==> config.mk <==
export PLATFORM = sky130hd
export DESIGN_NAME = id_stage_sb
export DESIGN_NICKNAME = d
export VERILOG_FILES = /design/src/rtl/id_pkg.sv /design/src/rtl/id_regfile.sv /design/src/rtl/id_stage_sb.sv
export SDC_FILE = /design/constraint.sdc
export NUM_CORES = 2
export LEC_CHECK = 0
export CORE_ASPECT_RATIO = 1.5
export CORE_MARGIN = 4
export CORE_UTILIZATION = 55
export DETAILED_ROUTE_END_ITERATION = 16
export PLACE_DENSITY = 0.69
export SLEW_MARGIN = 20
export SYNTH_ARGS = -nofsm -noshare
export SYNTH_HDL_FRONTEND = slang
export SYNTH_HIERARCHICAL = 1
export SYNTH_SLANG_ARGS = --single-unit
==> constraint.sdc <==
create_clock -name clk -period 6 [get_ports clk]
set_clock_uncertainty 0.1 [all_clocks]
set_input_delay 1.2 -clock clk [delete_from_list [all_inputs] [get_ports clk]]
set_output_delay 1.2 -clock clk [all_outputs]
set_load 0.05 [all_outputs]
==> src/rtl/id_pkg.sv <==
// Shared definitions for the decode/hazard stage: address-width helper,
// layout of the opaque control bundle handed to EX, and the bubble value.
package id_pkg;

  // Register-address width for a register file of n entries.
  function automatic int addr_width(input int n);
    return (n <= 2) ? 1 : $clog2(n);
  endfunction

  // Default control-bundle width and field offsets. The stage itself never
  // looks inside the bundle; EX decodes these fields.
  localparam int CTRL_W_DEFAULT     = 12;
  localparam int CTRL_ALU_OP_LSB    = 0;
  localparam int CTRL_ALU_OP_W      = 4;
  localparam int CTRL_ALU_SRC_BIT   = 4;
  localparam int CTRL_MEM_WRITE_BIT = 5;
  localparam int CTRL_BRANCH_BIT    = 6;
  localparam int CTRL_JUMP_BIT      = 7;
  localparam int CTRL_WB_SEL_LSB    = 8;
  localparam int CTRL_WB_SEL_W      = 2;
  localparam int CTRL_IMM_SEL_LSB   = 10;
  localparam int CTRL_IMM_SEL_W     = 2;

  // A bubble carries all-zero control so EX does nothing with it.
  localparam logic [CTRL_W_DEFAULT-1:0] CTRL_BUBBLE = '0;

endpackage

==> src/rtl/id_regfile.sv <==
// Architectural register file: NREG x XLEN, two combinational read ports,
// one write port, x0 hard-wired to zero, optional same-cycle write bypass.
module id_regfile
  import id_pkg::*;
#(
  parameter int XLEN      = 32,
  parameter int NREG      = 32,
  parameter int WB_BYPASS = 1,
  localparam int AW       = addr_width(NREG)
) (
  input  logic            clk,
  input  logic            rst_n,
  input  logic [AW-1:0]   rs1_addr,
  input  logic [AW-1:0]   rs2_addr,
  output logic [XLEN-1:0] rs1_data,
  output logic [XLEN-1:0] rs2_data,
  input  logic            we,
  input  logic [AW-1:0]   wr_addr,
  input  logic [XLEN-1:0] wr_data
);

  logic [XLEN-1:0] mem [NREG];

  // Write port; entry 0 is never written so it always reads back zero.
  always_ff @(posedge clk or negedge rst_n) begin
    if (!rst_n) begin
      // NOTE: the register file must read zero straight after reset, so every
      // entry is a resettable flop rather than an uninitialised RAM.
      for (int i = 0; i < NREG; i++) mem[i] <= '0;
    end else if (we && (wr_addr != '0)) begin
      // NOTE: state is updated with <= so all flops sample the same pre-edge values.
      mem[wr_addr] <= wr_data;
    end
  end

  // Read ports with optional forwarding of the write being performed this cycle.
  always_comb begin
    // NOTE: outputs get a default first so no path through the block leaves a latch.
    rs1_data = mem[rs1_addr];
    rs2_data = mem[rs2_addr];
    if ((WB_BYPASS != 0) && we && (wr_addr == rs1_addr) && (rs1_addr != '0)) rs1_data = wr_data;
    if ((WB_BYPASS != 0) && we && (wr_addr == rs2_addr) && (rs2_addr != '0)) rs2_data = wr_data;
  end

endmodule

==> src/rtl/id_stage_sb.sv <==
// Decode stage with a per-register pending-load scoreboard: stalls any
// instruction touching a register whose load has not yet written back, and
// holds the ID/EX pipeline register.
module id_stage_sb
  import id_pkg::*;
#(
  parameter int XLEN      = 32,
  parameter int NREG      = 32,
  parameter int CTRL_W    = 12,
  parameter int WB_BYPASS = 1,
  localparam int AW       = addr_width(NREG)
) (
  input  logic              clk,
  input  logic              rst_n,
  input  logic              id_valid,
  input  logic [AW-1:0]     id_rs1_addr,
  input  logic [AW-1:0]     id_rs2_addr,
  input  logic              id_rs1_used,
  input  logic              id_rs2_used,
  input  logic [AW-1:0]     id_rd_addr,
  input  logic              id_reg_write,
  input  logic              id_mem_read,
  input  logic [CTRL_W-1:0] id_ctrl,
  input  logic              flush,
  input  logic              wb_reg_write,
  input  logic [AW-1:0]     wb_rd_addr,
  input  logic [XLEN-1:0]   wb_data,
  input  logic              wb_load_done,
  output logic              stall,
  output logic              if_write,
  output logic              ex_valid,
  output logic [CTRL_W-1:0] ex_ctrl,
  output logic [XLEN-1:0]   ex_rs1_data,
  output logic [XLEN-1:0]   ex_rs2_data,
  output logic [AW-1:0]     ex_rs1_addr,
  output logic [AW-1:0]     ex_rs2_addr,
  output logic [AW-1:0]     ex_rd_addr,
  output logic              ex_reg_write,
  output logic              ex_mem_read,
  output logic [NREG-1:0]   pending
);

  logic [XLEN-1:0] rs1_data;
  logic [XLEN-1:0] rs2_data;
  logic [NREG-1:0] load_clr;
  logic [NREG-1:0] pend_eff;
  logic [NREG-1:0] pending_next;
  logic            hazard;
  logic            issue;

  id_regfile #(
    .XLEN      (XLEN),
    .NREG      (NREG),
    .WB_BYPASS (WB_BYPASS)
  ) u_regfile (
    .clk      (clk),
    .rst_n    (rst_n),
    .rs1_addr (id_rs1_addr),
    .rs2_addr (id_rs2_addr),
    .rs1_data (rs1_data),
    .rs2_data (rs2_data),
    .we       (wb_reg_write),
    .wr_addr  (wb_rd_addr),
    .wr_data  (wb_data)
  );

  // Hazard detection, issue decision and next scoreboard contents.
  always_comb begin
    load_clr = '0;
    if (wb_reg_write && wb_load_done) load_clr[wb_rd_addr] = 1'b1;
    // A retiring load only unblocks its consumer this cycle when the operand
    // can be bypassed; without bypass the consumer waits for the rf write.
    pend_eff = (WB_BYPASS != 0) ? (pending & ~load_clr) : pending;
    hazard   = (id_rs1_used  && pend_eff[id_rs1_addr])
            || (id_rs2_used  && pend_eff[id_rs2_addr])
            || (id_reg_write && pend_eff[id_rd_addr]);
    stall    = id_valid && hazard && !flush;
    issue    = id_valid && !stall && !flush;
    // Clear first so a new load to the same register wins over its retirement.
    pending_next = pending & ~load_clr;
    if (issue && id_mem_read && id_reg_write && (id_rd_addr != '0)) pending_next[id_rd_addr] = 1'b1;
    pending_next[0] = 1'b0;
  end

  assign if_write = ~stall;

  // Scoreboard register.
  always_ff @(posedge clk or negedge rst_n) begin
    if (!rst_n) pending <= '0;
    else        pending <= pending_next;
  end

  // ID/EX pipeline register: capture on issue, otherwise insert a bubble
  // while leaving the data/address fields as they were.
  always_ff @(posedge clk or negedge rst_n) begin
    if (!rst_n) begin
      ex_valid     <= 1'b0;
      ex_ctrl      <= '0;
      ex_rs1_data  <= '0;
      ex_rs2_data  <= '0;
      ex_rs1_addr  <= '0;
      ex_rs2_addr  <= '0;
      ex_rd_addr   <= '0;
      ex_reg_write <= 1'b0;
      ex_mem_read  <= 1'b0;
    end else if (issue) begin
      ex_valid     <= 1'b1;
      ex_ctrl      <= id_ctrl;
      ex_rs1_data  <= rs1_data;
      ex_rs2_data  <= rs2_data;
      ex_rs1_addr  <= id_rs1_addr;
      ex_rs2_addr  <= id_rs2_addr;
      ex_rd_addr   <= id_rd_addr;
      ex_reg_write <= id_reg_write;
      ex_mem_read  <= id_mem_read;
    end else begin
      ex_valid     <= 1'b0;
      ex_ctrl      <= CTRL_W'(CTRL_BUBBLE);
      ex_reg_write <= 1'b0;
      ex_mem_read  <= 1'b0;
    end
  end

endmodule

==> impl_metrics.py <==
metrics = {
    "timing": {
        "final-max-slew-violation-count": 0,
        "final_min_period_over_clock_period_pct": 95.5,
        "totalNegativeSetupSlack_ns": 0,
        "worst_pin_slew_ns": 1.20,
        "period_minus_slack_ns": 5.73,
        "slew-limit-headroom_pct": 19.4,
        "max_clock_freq_ghz": 0.174,
        "grt_setup_unrepaired": "false",
        "final_number_of_setup_violating_endpoints": 0,
        "report.final.hold_viol_count": 0,
    },
    "logic_synthesis": {
        "synth_seq_area_share_pct": 46.1,
        "synth_edf_count": 0,
        "mappedNetlistArea_um2": 62300,
        "synth-main-ff-cell": "dfrtp_1",
        "syn_nets": 5039,
        "synth.top_cells.by_area": "dfrtp_1 46%, mux2i_1 16%, mux2_2 16%",
        "synth.avg_cell_area_um2": 12.6,
        "ys_ff_latch": 1149,
        "netlist-cell-type-count": 74,
        "yosys.area.top_type_share_pct": 46.1,
        "syn-instance-count": 4965,
        "yosysTopAreaCell": "dfrtp_1",
        "asr_flop_ratio_synth_pct": 100,
        "ys_warn_count": 6,
    },
    "critical_path": {
        "critical_path.max_stage_delay_ns": 0.64,
        "crit_top_cell": "buf_4",
        "critPathRequiredTime_ns": 4.70,
        "worstPathBufferInverterCount": 4,
        "worstReg2RegStart": "pending[13]$_DFF_PN0_",
        "worst_setup_path_end_kind": "primary output",
        "cp_cell_sequence": "clkdlybuf4s50_1 > buf_4 > nand3b_1 > o21ai_0 > a41o_1 > a2111oi_0 > buf_4 > o211a_1 > a22oi_4 > nand2_1 > and2_1 > buf_12",
        "slowest_stage": "a2111oi_0",
        "cp_max_fo": 12,
        "reg2reg_setup_slack_ns": 2.37,
        "crit_path_from": "wb_rd_addr[2]",
        "regToRegEndpoint": "ex_rs2_data[18]$_DFFE_PN0N_",
        "worst_ep_arrival_time_ns": 4.43,
        "rr_worst_depth": 10,
        "worst_setup_path_start_kind": "primary input",
        "worst-setup-path-type": "primary input to primary output",
        "delay_heaviest_family_cp": "compound AO/OA/AOI/OAI gates",
    },
    "route": {
        "route.layer.met1.wl_um": 80700,
        "routed_wirelength_um": 208000,
        "detail_route.wl_per_cell_um": 31.8,
        "violation_count_after_the_first_detailed_route_iteration": 4279,
        "drt_pass_1_iters": 8,
        "detailroute.wirelength.met2_um": 99700,
        "met3WireLength_um": 14600,
        "drtAntennaViolNets": 0,
        "detail_route.drc_violations": 0,
        "topRoutingLayerUsed": "met4",
        "detail_route.vias_per_cell": 6.80,
        "vias": 44353,
    },
    "place": {
        "hpwl_um": 123000,
        "routabilityCongestion": 0.901,
        "port_buffers": 200,
        "numPlacedInstances": 6304,
    },
    "floorplan": {
        "io-pin-count": 202,
        "die_h_um": 420,
        "die_area_um2": 119000,
        "start_util_pct": 55.2,
        "core.rowCount": 151,
        "die_width_um": 283,
        "coreArea_um2": 113000,
    },
    "cells_and_area": {
        "final_layout_size_suffix_gt1_share_pct": 28.7,
        "filler_cell_count": 8918,
        "finalNetCount": 5037,
        "final_cells": 6520,
        "synthToLayoutAreaGrowth_pct": 11.8,
        "post-route-util_pct": 61.8,
    },
    "pwr": {
        "power-per-cell-area_nw_per_um2": 332,
        "leakagePower_nw": 32.2,
        "vdd.ir_drop.worst_uv": 358,
    },
    "clock_network": {
        "cts.path.max_buffers": 3,
        "path_clk_slew_ns": 0.06,
        "cts_resized": 0,
        "h-tree-depth": 3,
        "numCtsBuffers": 110,
        "worst_skew_pair.late_latency_ns": 0.74,
        "cts-root-buf": "clkbuf_16",
        "post_cts_hold_buffer_count": 0,
        "postCtsSetupRepairBufs": 0,
        "cts_sinks": 1149,
        "cts_tree": "built",
    },
    "grt": {
        "grt_use_total_pct": 34.5,
        "globalRouteOverflowTotal": 0,
        "number_of_global_route_vias_before_repair": 45953,
        "largest_net_degree_at_the_start_of_global_routing": 139,
        "grt_first_pass_wirelength_um": 304000,
        "antenna_violations_before_repair": 16,
    },
    "worst_hold_path": {
        "worstHoldPathCells": 0,
        "hold_path.class": "flop to flop",
        "worstHoldStart": "u_regfile/mem[1022]$_DFFE_PN0P_",
        "worstHoldEndpoint": "u_regfile/mem[1022]$_DFFE_PN0P_",
    },
    "flow_run": {
        "max_cap_violations": 0,
    },
    "status": {
        "outcome": "complete, no violations",
    },
}
## area by class of cell
| type | instances | area (µm²) | share of cell area (%) |
|---|---|---|---|
| diodes | 12 | 30.0 | 0.0431 |
| clock buffers | 160 | 3270 | 4.69 |
| clock inverters | 44 | 457 | 0.655 |
| inverters | 25 | 93.8 | 0.135 |
| multi-input cells | 3272 | 31100 | 44.7 |
| flip-flops and latches | 1149 | 28800 | 41.3 |
| well taps | 1453 | 1820 | 2.61 |
| repair buffers | 405 | 4120 | 5.92 |
## cells in the mapped netlist (9+ instances only)
cell type and n:
dfrtp_1 1149, mux2i_1 1025, mux2_2 899, a22oi_1 388, clkbuf_1 242, a21oi_1 196, mux2_1 160, buf_2 147
a22o_1 65, nand2_1 65, buf_4 62, a221oi_1 61, o21ai_0 52, nor2_1 49, mux2_4 44, buf_1 38
nor4_1 35, o22ai_1 32, o41ai_2 32, inv_1 23, nand3_1 14, buf_6 12, o211ai_1 12, clkbuf_4 11
nor3_1 10, o21ai_1 10, nand3b_1 9
## state kept, by name, indices dropped and copies added, names as in the netlist
name / flops
pending: 31
ex_ctrl: 12
ex_rs2_data: 32
ex_rs2_addr: 5
ex_mem_read: 1
ex_valid: 1
u_regfile/mem: 1024
ex_rs1_data: 32
ex_rs1_addr: 5
ex_rd_addr: 5
ex_reg_write: 1
## cell usage in the layout, fill, tap and decap left out, types with 9 or more instances in the layout
cell             instances
dfrtp_1               1149
mux2i_1               1025
mux2_2                 899
a22oi_1                388
a21oi_1                196
clkdlybuf4s50_1        187
mux2_1                 160
buf_4                  158
clkbuf_16              114
a22o_1                  65
a221oi_1                61
o21ai_0                 52
buf_12                  49
nand2_1                 48
mux2_4                  44
nor2_1                  34
nor4_1                  34
o22ai_1                 32
o41ai_2                 32
clkinv_2                27
clkbuf_8                24
inv_1                   23
clkbuf_1                22
nor2_4                  19
nand3_1                 14
nand2_2                 14
diode_2                 12
o211ai_1                12
o21ai_1                 10
nor3_1                  10
nand3b_1                 9
## routing by layer
metal	global-route usage, %	vias up
met5	0	-
met1	43.7	23051
met2	56.3	1986
met3	5.77	619
li1	-	18697
met4	19.5	0
## kinds of logic after synthesis
logic type | count (synthesis) | synth area share [%]
muxes | 2136 | 36.9
DFF | 1149 | 46.1
AOI/OAI and AO/OA | 893 | 10.5
buffers and inverters | 544 | 4.29
and+or+nand+nor | 233 | 1.95
xor gates and xnor gates | 9 | 0.126
other | 1 | 0.00602
## power by group
part | leakage, nW | internal, W | total, W | switching, W
registers | 14.7 | 0.00925 | 0.0103 | 0.00109
clock network | 1.85 | 0.00411 | 0.00725 | 0.00314
logic | 15.7 | 0.00262 | 0.00553 | 0.00291
## stage by stage
stage,worst slack [ns],instance area [µm²],hold WS [ns],power [W]
after floorplan,1.37,62300,0.349,0.0141
after global placement,0.351,66000,0.284,0.0157
after detailed placement,0.379,66000,0.288,0.0159
after CTS,0.365,69700,0.302,0.0232
after global routing,0.174,69700,0.310,0.0241
final,0.267,69700,0.299,0.0231
## how the worst max path moves through the flow
| stage | endpoint | slack, ns | cells past startpoint |
|---|---|---|---|
| global placement | stall | 0.35 | 12 |
| global route | stall | 0.17 | 12 |
| finish | stall | 0.27 | 12 |
| floorplan | stall | 1.37 | 9 |
| detailed placement | stall | 0.38 | 12 |
| CTS | stall | 0.37 | 12 |
(Power assumes the default switching activity.)
